[config.mk]
export PLATFORM = sky130hd
export DESIGN_NAME = uart_frame_assembler
export DESIGN_NICKNAME = d
export VERILOG_FILES = /design/src/rtl/uart_frame_assembler.sv
export SDC_FILE = /design/constraint.sdc
export NUM_CORES = 1
export LEC_CHECK = 0
export CORE_ASPECT_RATIO = 1.2
export CORE_MARGIN = 2
export CORE_UTILIZATION = 45
export CTS_CLUSTER_SIZE = 28
export DETAILED_ROUTE_END_ITERATION = 16
export PLACE_DENSITY = 0.71
export SKIP_LAST_GASP = 1
export SYNTH_ARGS = -nofsm -noshare
export SYNTH_HDL_FRONTEND = slang
export SYNTH_SLANG_ARGS = --single-unit
[constraint.sdc]
create_clock -name i_clk -period 1.95 [get_ports i_clk]
set_input_delay 0.2925 -clock i_clk [delete_from_list [all_inputs] [get_ports i_clk]]
set_output_delay 0.2925 -clock i_clk [all_outputs]
set_load 0.02 [all_outputs]
[src/rtl/uart_frame_assembler.sv]
// -----------------------------------------------------------------------------
// uart_frame_assembler
//
// Collects bytes from a UART receiver into fixed-size image frames. A frame is
// one HEADER byte followed by IMG_BYTES payload bytes, which are written into
// an internal buffer. A completed frame is held (o_frame_valid) until the
// downstream consumer acknowledges it; while held, incoming bytes are dropped
// and flagged with o_overrun. A stalled frame is aborted after TIMEOUT_CLKS
// idle clocks and flagged with o_frame_err.
//
// Ports:
//   i_clk          system clock
//   i_rst          synchronous reset, active-high
//   i_rx_dv        one-cycle strobe, i_rx_byte is valid
//   i_rx_byte      received byte
//   i_frame_ack    consumer releases the buffer (only honoured while held)
//   i_rd_addr      buffer read address
//   o_rd_data      buffer[i_rd_addr], one clock of latency
//   o_frame_valid  level, a complete frame is held in the buffer
//   o_frame_err    one-cycle pulse, frame aborted by timeout
//   o_overrun      one-cycle pulse, byte dropped because the buffer is held
//   o_busy         high while a frame is being received
//   o_byte_cnt     payload bytes stored in the current frame
// -----------------------------------------------------------------------------
module uart_frame_assembler #(
  parameter logic [7:0] HEADER       = 8'hAA,
  parameter int         IMG_BYTES    = 32,
  parameter int         TIMEOUT_CLKS = 2000,
  parameter int         AW           = $clog2(IMG_BYTES)
) (
  input  logic          i_clk,
  input  logic          i_rst,
  input  logic          i_rx_dv,
  input  logic [7:0]    i_rx_byte,
  input  logic          i_frame_ack,
  input  logic [AW-1:0] i_rd_addr,
  output logic [7:0]    o_rd_data,
  output logic          o_frame_valid,
  output logic          o_frame_err,
  output logic          o_overrun,
  output logic          o_busy,
  output logic [AW:0]   o_byte_cnt
);

  localparam int TW    = $clog2(TIMEOUT_CLKS + 1);
  localparam int DEPTH = 1 << AW;

  // Count value held when the final payload byte arrives.
  localparam logic [AW:0] LP_LAST_IDX = (AW+1)'(IMG_BYTES - 1);

  // The timeout counter is cleared on the strobe edge and counts idle edges
  // after it. Firing on the edge that sees TIMEOUT_CLKS-2 places the error
  // pulse in the TIMEOUT_CLKS-th cycle after the last strobe, and IDLE is
  // entered on that same edge.
  localparam logic [TW-1:0] LP_TMO_FIRE = TW'(TIMEOUT_CLKS - 2);

  typedef enum logic [1:0] {
    S_IDLE = 2'd0,
    S_RECV = 2'd1,
    S_DONE = 2'd2
  } state_t;

  state_t        r_state;
  state_t        w_state_next;
  logic [AW:0]   r_byte_cnt;
  logic [AW:0]   w_byte_cnt_next;
  logic [TW-1:0] r_tmo;
  logic [TW-1:0] w_tmo_next;
  logic          r_frame_err;
  logic          w_frame_err_next;
  logic          r_overrun;
  logic          w_overrun_next;
  logic          r_busy;
  logic          r_frame_valid;
  logic          w_wr_en;
  logic [7:0]    r_rd_data;

  // Payload buffer: plain array with registered read so it maps onto block RAM.
  // Contents are intentionally left uninitialised and survive reset.
  logic [7:0] r_mem [DEPTH];

  // ---------------------------------------------------------------------------
  // Next-state and next-output logic
  // ---------------------------------------------------------------------------
  always_comb begin
    w_state_next     = r_state;
    w_byte_cnt_next  = r_byte_cnt;
    w_tmo_next       = r_tmo;
    w_frame_err_next = 1'b0;
    w_overrun_next   = 1'b0;
    w_wr_en          = 1'b0;

    case (r_state)
      S_IDLE: begin
        if (i_rx_dv && (i_rx_byte == HEADER)) begin
          w_state_next    = S_RECV;
          w_byte_cnt_next = '0;
          w_tmo_next      = '0;
        end
      end

      S_RECV: begin
        if (i_rx_dv) begin
          // Header-valued bytes are ordinary payload here; no resync.
          w_wr_en         = 1'b1;
          w_byte_cnt_next = r_byte_cnt + 1'b1;
          w_tmo_next      = '0;
          if (r_byte_cnt == LP_LAST_IDX) begin
            w_state_next = S_DONE;
          end
        end else if (r_tmo == LP_TMO_FIRE) begin
          w_frame_err_next = 1'b1;
          w_byte_cnt_next  = '0;
          w_tmo_next       = '0;
          w_state_next     = S_IDLE;
        end else begin
          w_tmo_next = r_tmo + 1'b1;
        end
      end

      S_DONE: begin
        // A byte arriving together with the ack is still dropped: the buffer
        // belongs to the consumer until the edge that takes the ack.
        if (i_rx_dv) begin
          w_overrun_next = 1'b1;
        end
        if (i_frame_ack) begin
          w_state_next    = S_IDLE;
          w_byte_cnt_next = '0;
        end
      end

      default: begin
        w_state_next    = S_IDLE;
        w_byte_cnt_next = '0;
        w_tmo_next      = '0;
      end
    endcase
  end

  // ---------------------------------------------------------------------------
  // State and registered outputs
  // ---------------------------------------------------------------------------
  always_ff @(posedge i_clk) begin
    if (i_rst) begin
      r_state       <= S_IDLE;
      r_byte_cnt    <= '0;
      r_tmo         <= '0;
      r_frame_err   <= 1'b0;
      r_overrun     <= 1'b0;
      r_busy        <= 1'b0;
      r_frame_valid <= 1'b0;
    end else begin
      r_state       <= w_state_next;
      r_byte_cnt    <= w_byte_cnt_next;
      r_tmo         <= w_tmo_next;
      r_frame_err   <= w_frame_err_next;
      r_overrun     <= w_overrun_next;
      r_busy        <= (w_state_next == S_RECV);
      r_frame_valid <= (w_state_next == S_DONE);
    end
  end

  // ---------------------------------------------------------------------------
  // Buffer write and read ports
  // ---------------------------------------------------------------------------
  always_ff @(posedge i_clk) begin
    if (w_wr_en) begin
      r_mem[r_byte_cnt[AW-1:0]] <= i_rx_byte;
    end
  end

  always_ff @(posedge i_clk) begin
    if (i_rst) begin
      r_rd_data <= 8'h00;
    end else begin
      r_rd_data <= r_mem[i_rd_addr];
    end
  end

  assign o_rd_data     = r_rd_data;
  assign o_frame_valid = r_frame_valid;
  assign o_frame_err   = r_frame_err;
  assign o_overrun     = r_overrun;
  assign o_busy        = r_busy;
  assign o_byte_cnt    = r_byte_cnt;

endmodule

==> flow_results.xml <==
<?xml version="1.0" encoding="UTF-8"?>
<metrics>
  <group name="run_status">
    <metric name="status" unit="">finished, final reports clean</metric>
  </group>
  <group name="worst_setup_path">
    <metric name="critical_path.endpoint_type" unit="">flop</metric>
    <metric name="crit_required" unit="ps">2350</metric>
    <metric name="regToRegSetupSlack" unit="ps">90</metric>
    <metric name="cpPeakStageDelay" unit="ps">430</metric>
    <metric name="timing_worst_setup_path_type" unit="">reg2reg</metric>
    <metric name="path_cells" unit="">ha_1, nor4bb_2, a31oi_4, buf_12, a41oi_1, a311oi_1</metric>
    <metric name="slowest_stage" unit="">sky130_fd_sc_hd__dfxtp_1</metric>
    <metric name="timing.critical_path.from_type" unit="">flop</metric>
    <metric name="worst_endpoint_data_arrival_time" unit="ps">2260</metric>
    <metric name="worst-path-max-fanout" unit="">10</metric>
  </group>
  <group name="sta">
    <metric name="min_period_over_period" unit="">0.954</metric>
    <metric name="relSlewSlack" unit="">0.655</metric>
    <metric name="final_hold_viol_count" unit="">0</metric>
    <metric name="setup-violations-final" unit="">0</metric>
    <metric name="rsz0062_at_grt" unit="">no</metric>
    <metric name="final.hold.worst_slack" unit="ps">412</metric>
    <metric name="timing_worst_slew_pin_value" unit="ps">515</metric>
    <metric name="max_freq" unit="MHz">537</metric>
    <metric name="final.min_clock_period" unit="ps">1860</metric>
    <metric name="finalMaxSlewViolations" unit="">0</metric>
    <metric name="finalClockSkew" unit="ps">13.8</metric>
  </group>
  <group name="route">
    <metric name="drtPass1Iterations" unit="">4</metric>
    <metric name="vias_per_cell" unit="">5.68</metric>
    <metric name="drtIter0Drc" unit="">491</metric>
    <metric name="finalWirelength" unit="mm">23.4</metric>
    <metric name="drt-wirelength-per-cell" unit="um">21.7</metric>
    <metric name="post-route-drc-count" unit="">0</metric>
    <metric name="final_antenna_net_count" unit="">0</metric>
    <metric name="route.vias.total" unit="">6101</metric>
  </group>
  <group name="floorplan">
    <metric name="count_of_pins_on_the_block_boundary" unit="">35</metric>
    <metric name="dieArea" unit="um2">26500</metric>
    <metric name="fp.dieW" unit="um">149</metric>
    <metric name="row_count" unit="">63</metric>
    <metric name="fp.coreArea" unit="um2">24800</metric>
    <metric name="floorplan.die.height" unit="um">178</metric>
    <metric name="starting_density_of_the_core" unit="">0.459</metric>
  </group>
  <group name="pwr">
    <metric name="p_leak" unit="nW">4.50</metric>
    <metric name="worst_ir_drop_vdd" unit="mV">0.730</metric>
    <metric name="fin_total_pwr" unit="mW">12.3</metric>
    <metric name="power_per_cell_area" unit="nW/um2">910</metric>
  </group>
  <group name="final_layout">
    <metric name="drive_gt1_frac" unit="">0.264</metric>
    <metric name="stdcell_area" unit="um2">13500</metric>
    <metric name="antenna_cells" unit="">0</metric>
    <metric name="fin_nets" unit="">751</metric>
    <metric name="synthToLayoutAreaGrowth" unit="%">19.2</metric>
    <metric name="final_util" unit="">0.547</metric>
  </group>
  <group name="yosys">
    <metric name="most_used_dff_post_synth" unit="">sky130_fd_sc_hd__edfxtp_1</metric>
    <metric name="synth_fp_nets" unit="">629</metric>
    <metric name="post-synth-top-count-cell" unit="">sky130_fd_sc_hd__edfxtp_1</metric>
    <metric name="synth.largest_area_cell" unit="">sky130_fd_sc_hd__edfxtp_1</metric>
    <metric name="synth_seq_area_share" unit="">0.731</metric>
    <metric name="synth_enable_flop_cells" unit="">256</metric>
    <metric name="synthCells" unit="">606</metric>
    <metric name="yosys_register_bits" unit="">287</metric>
    <metric name="synth.avg_cell_area" unit="um2">18.7</metric>
    <metric name="synth_top_area_share" unit="">0.677</metric>
    <metric name="synth.distinct_cells" unit="">50</metric>
    <metric name="synthesized_cell_area" unit="um2">11400</metric>
    <metric name="synth_top_cells_by_area" unit="">sky130_fd_sc_hd__edfxtp_1 (68%), sky130_fd_sc_hd__mux4_2 (12%), sky130_fd_sc_hd__dfxtp_1 (5.5%)</metric>
    <metric name="yosysWarningCount" unit="">0</metric>
    <metric name="synthArstFlopShare" unit="">0</metric>
    <metric name="post_synth_top_cells" unit="">sky130_fd_sc_hd__edfxtp_1 (256), sky130_fd_sc_hd__mux4_2 (62), sky130_fd_sc_hd__nor2_1 (52)</metric>
  </group>
  <group name="clocking">
    <metric name="cts-hold-fix-buffers" unit="">0</metric>
    <metric name="clk_path_buf_depth" unit="">3</metric>
    <metric name="clock_tree.root_cell" unit="">sky130_fd_sc_hd__clkbuf_16</metric>
    <metric name="insertion_delay_to_the_later_sink_of_the_worst_skew_pair" unit="ps">540</metric>
    <metric name="cts_inserted_buffers" unit="">28</metric>
    <metric name="htree_levels" unit="">1</metric>
    <metric name="tritoncts" unit="">built</metric>
    <metric name="number_of_clock_sinks_seen_by_cts" unit="">287</metric>
    <metric name="clk_pin_slew" unit="ps">60</metric>
  </group>
  <group name="global_route">
    <metric name="antenna_violations_before_repair" unit="">0</metric>
    <metric name="total_gr_overflow" unit="">0</metric>
    <metric name="number_of_global_route_vias_before_repair" unit="">6326</metric>
    <metric name="global_route_wire_length_before_repair" unit="mm">35.8</metric>
    <metric name="grtUsageTotal" unit="">0.178</metric>
    <metric name="grt_start_max_net_pins" unit="">33</metric>
  </group>
  <group name="job">
    <metric name="maxCapViolations" unit="">0</metric>
  </group>
  <group name="placed_design">
    <metric name="placed_cell_area" unit="um2">12600</metric>
    <metric name="numPortBuffers" unit="">34</metric>
    <metric name="gp_congestion" unit="">0.875</metric>
    <metric name="place_hpwl" unit="mm">15.9</metric>
  </group>
  <group name="min_path">
    <metric name="hp-class" unit="">in2reg</metric>
  </group>
</metrics>
==> final cells by class <==
class,instances,area (um2)
Multi-Input combinational cell,282,2850
Sequential cell,287,8310
Fill cell,1917,11200
Inverter,9,33.8
Timing Repair Buffer,120,1070
Tap cell,325,407
Clock inverter,17,140
Clock buffer,35,727
==> placed cells by master, fill, tap and decap left out, types with 4 or more instances in the layout <==
cell type,synthesis,layout
sky130_fd_sc_hd__clkinv_1,0,7
sky130_fd_sc_hd__clkbuf_1,9,7
sky130_fd_sc_hd__dfxtp_1,31,29
sky130_fd_sc_hd__mux4_2,62,62
sky130_fd_sc_hd__nand3_1,14,14
sky130_fd_sc_hd__o21ai_0,9,9
sky130_fd_sc_hd__clkbuf_16,0,28
sky130_fd_sc_hd__a21oi_1,11,11
sky130_fd_sc_hd__clkdlybuf4s50_1,0,26
sky130_fd_sc_hd__a311oi_1,8,8
sky130_fd_sc_hd__inv_1,9,9
sky130_fd_sc_hd__nor2_1,52,52
sky130_fd_sc_hd__edfxtp_1,256,256
sky130_fd_sc_hd__a221oi_1,8,8
sky130_fd_sc_hd__mux2i_1,21,21
sky130_fd_sc_hd__ha_1,6,6
sky130_fd_sc_hd__nand3b_1,4,4
sky130_fd_sc_hd__buf_12,0,7
sky130_fd_sc_hd__clkinv_2,0,5
sky130_fd_sc_hd__nand2b_1,6,6
sky130_fd_sc_hd__buf_4,9,81
sky130_fd_sc_hd__o22a_1,7,7
sky130_fd_sc_hd__nand2_1,22,22
sky130_fd_sc_hd__a211o_1,7,7
==> power by group <==
| part | leakage (nW) | switching [mW] | internal, mW |
|---|---|---|---|
| Clock | 0.419 | 2.11 | 2.90 |
| Combinational | 1.53 | 0.330 | 0.285 |
| Sequential | 2.55 | 0.00631 | 6.70 |
==> state kept, by name, indices dropped and copies added (netlist names) <==
register,flops
r_tmo,11
o_frame_valid,1
r_mem,256
o_overrun,1
o_frame_err,1
o_byte_cnt,6
o_busy,1
o_rd_data,8
r_state,2
==> logic make-up (layout without fill, tap and decap cells) <==
group                    count (synthesis)  after routing  share of synthesized area
AO/OA/AOI/OAI                           69             69                     0.0469
flip-flops                             287            287                      0.731
buffers and inverters                   37            181                     0.0196
XOR/XNOR                                 1              1                   0.000771
multiplexers                            83             83                      0.141
adder cells (fa/ha/maj)                  6              6                    0.00661
AND/OR/NAND/NOR                        123            123                     0.0533
==> timing repair <==
action,CTS,global route
pin swaps,0,0
setup endpoints to repair,23,13
gates resized for setup,6,5
setup buffers,0,0
==> path summary, 6_finish.rpt <==
| check | startpoint | to | cells past startpoint |
|---|---|---|---|
| max | r_tmo[1] | r_tmo[3] | 6 |
| min | i_rx_dv | o_overrun | 2 |
| max reg2reg | r_tmo[1] | r_tmo[3] | 6 |
| min reg2reg | r_tmo[10] | o_frame_err | 2 |
==> worst max-delay path, delay by kind of cell (launching register included) <==
kind | cells | cell delay (ps)
buffers and inverters | 1 | 180
AOI/OAI and AO/OA | 3 | 500
and+or+nand+nor | 1 | 400
DFF | 1 | 430
adders and majority gates | 1 | 220
==> metrics by stage <==
stage / setup TNS, ps / worst slack (ps) / instances
finish: 0 / 88.9 / 1075
global route: 0 / 12.0 / 1075
CTS: 0 / 17.1 / 1075
detailed placement: -47860 / -620 / 1023
global placement: -36500 / -601 / 1023
floorplan: 0 / 98.4 / 606
==> metal layers <==
metal,up-vias,GRT usage,part of all wire
met5,-,0,0
met4,0,0.0663,0.034
met3,40,0.0187,0.049
met2,205,0.308,0.51
met1,3133,0.235,0.41
li1,2723,-,-
No activity file was read; power rests on OpenSTA's default activity.
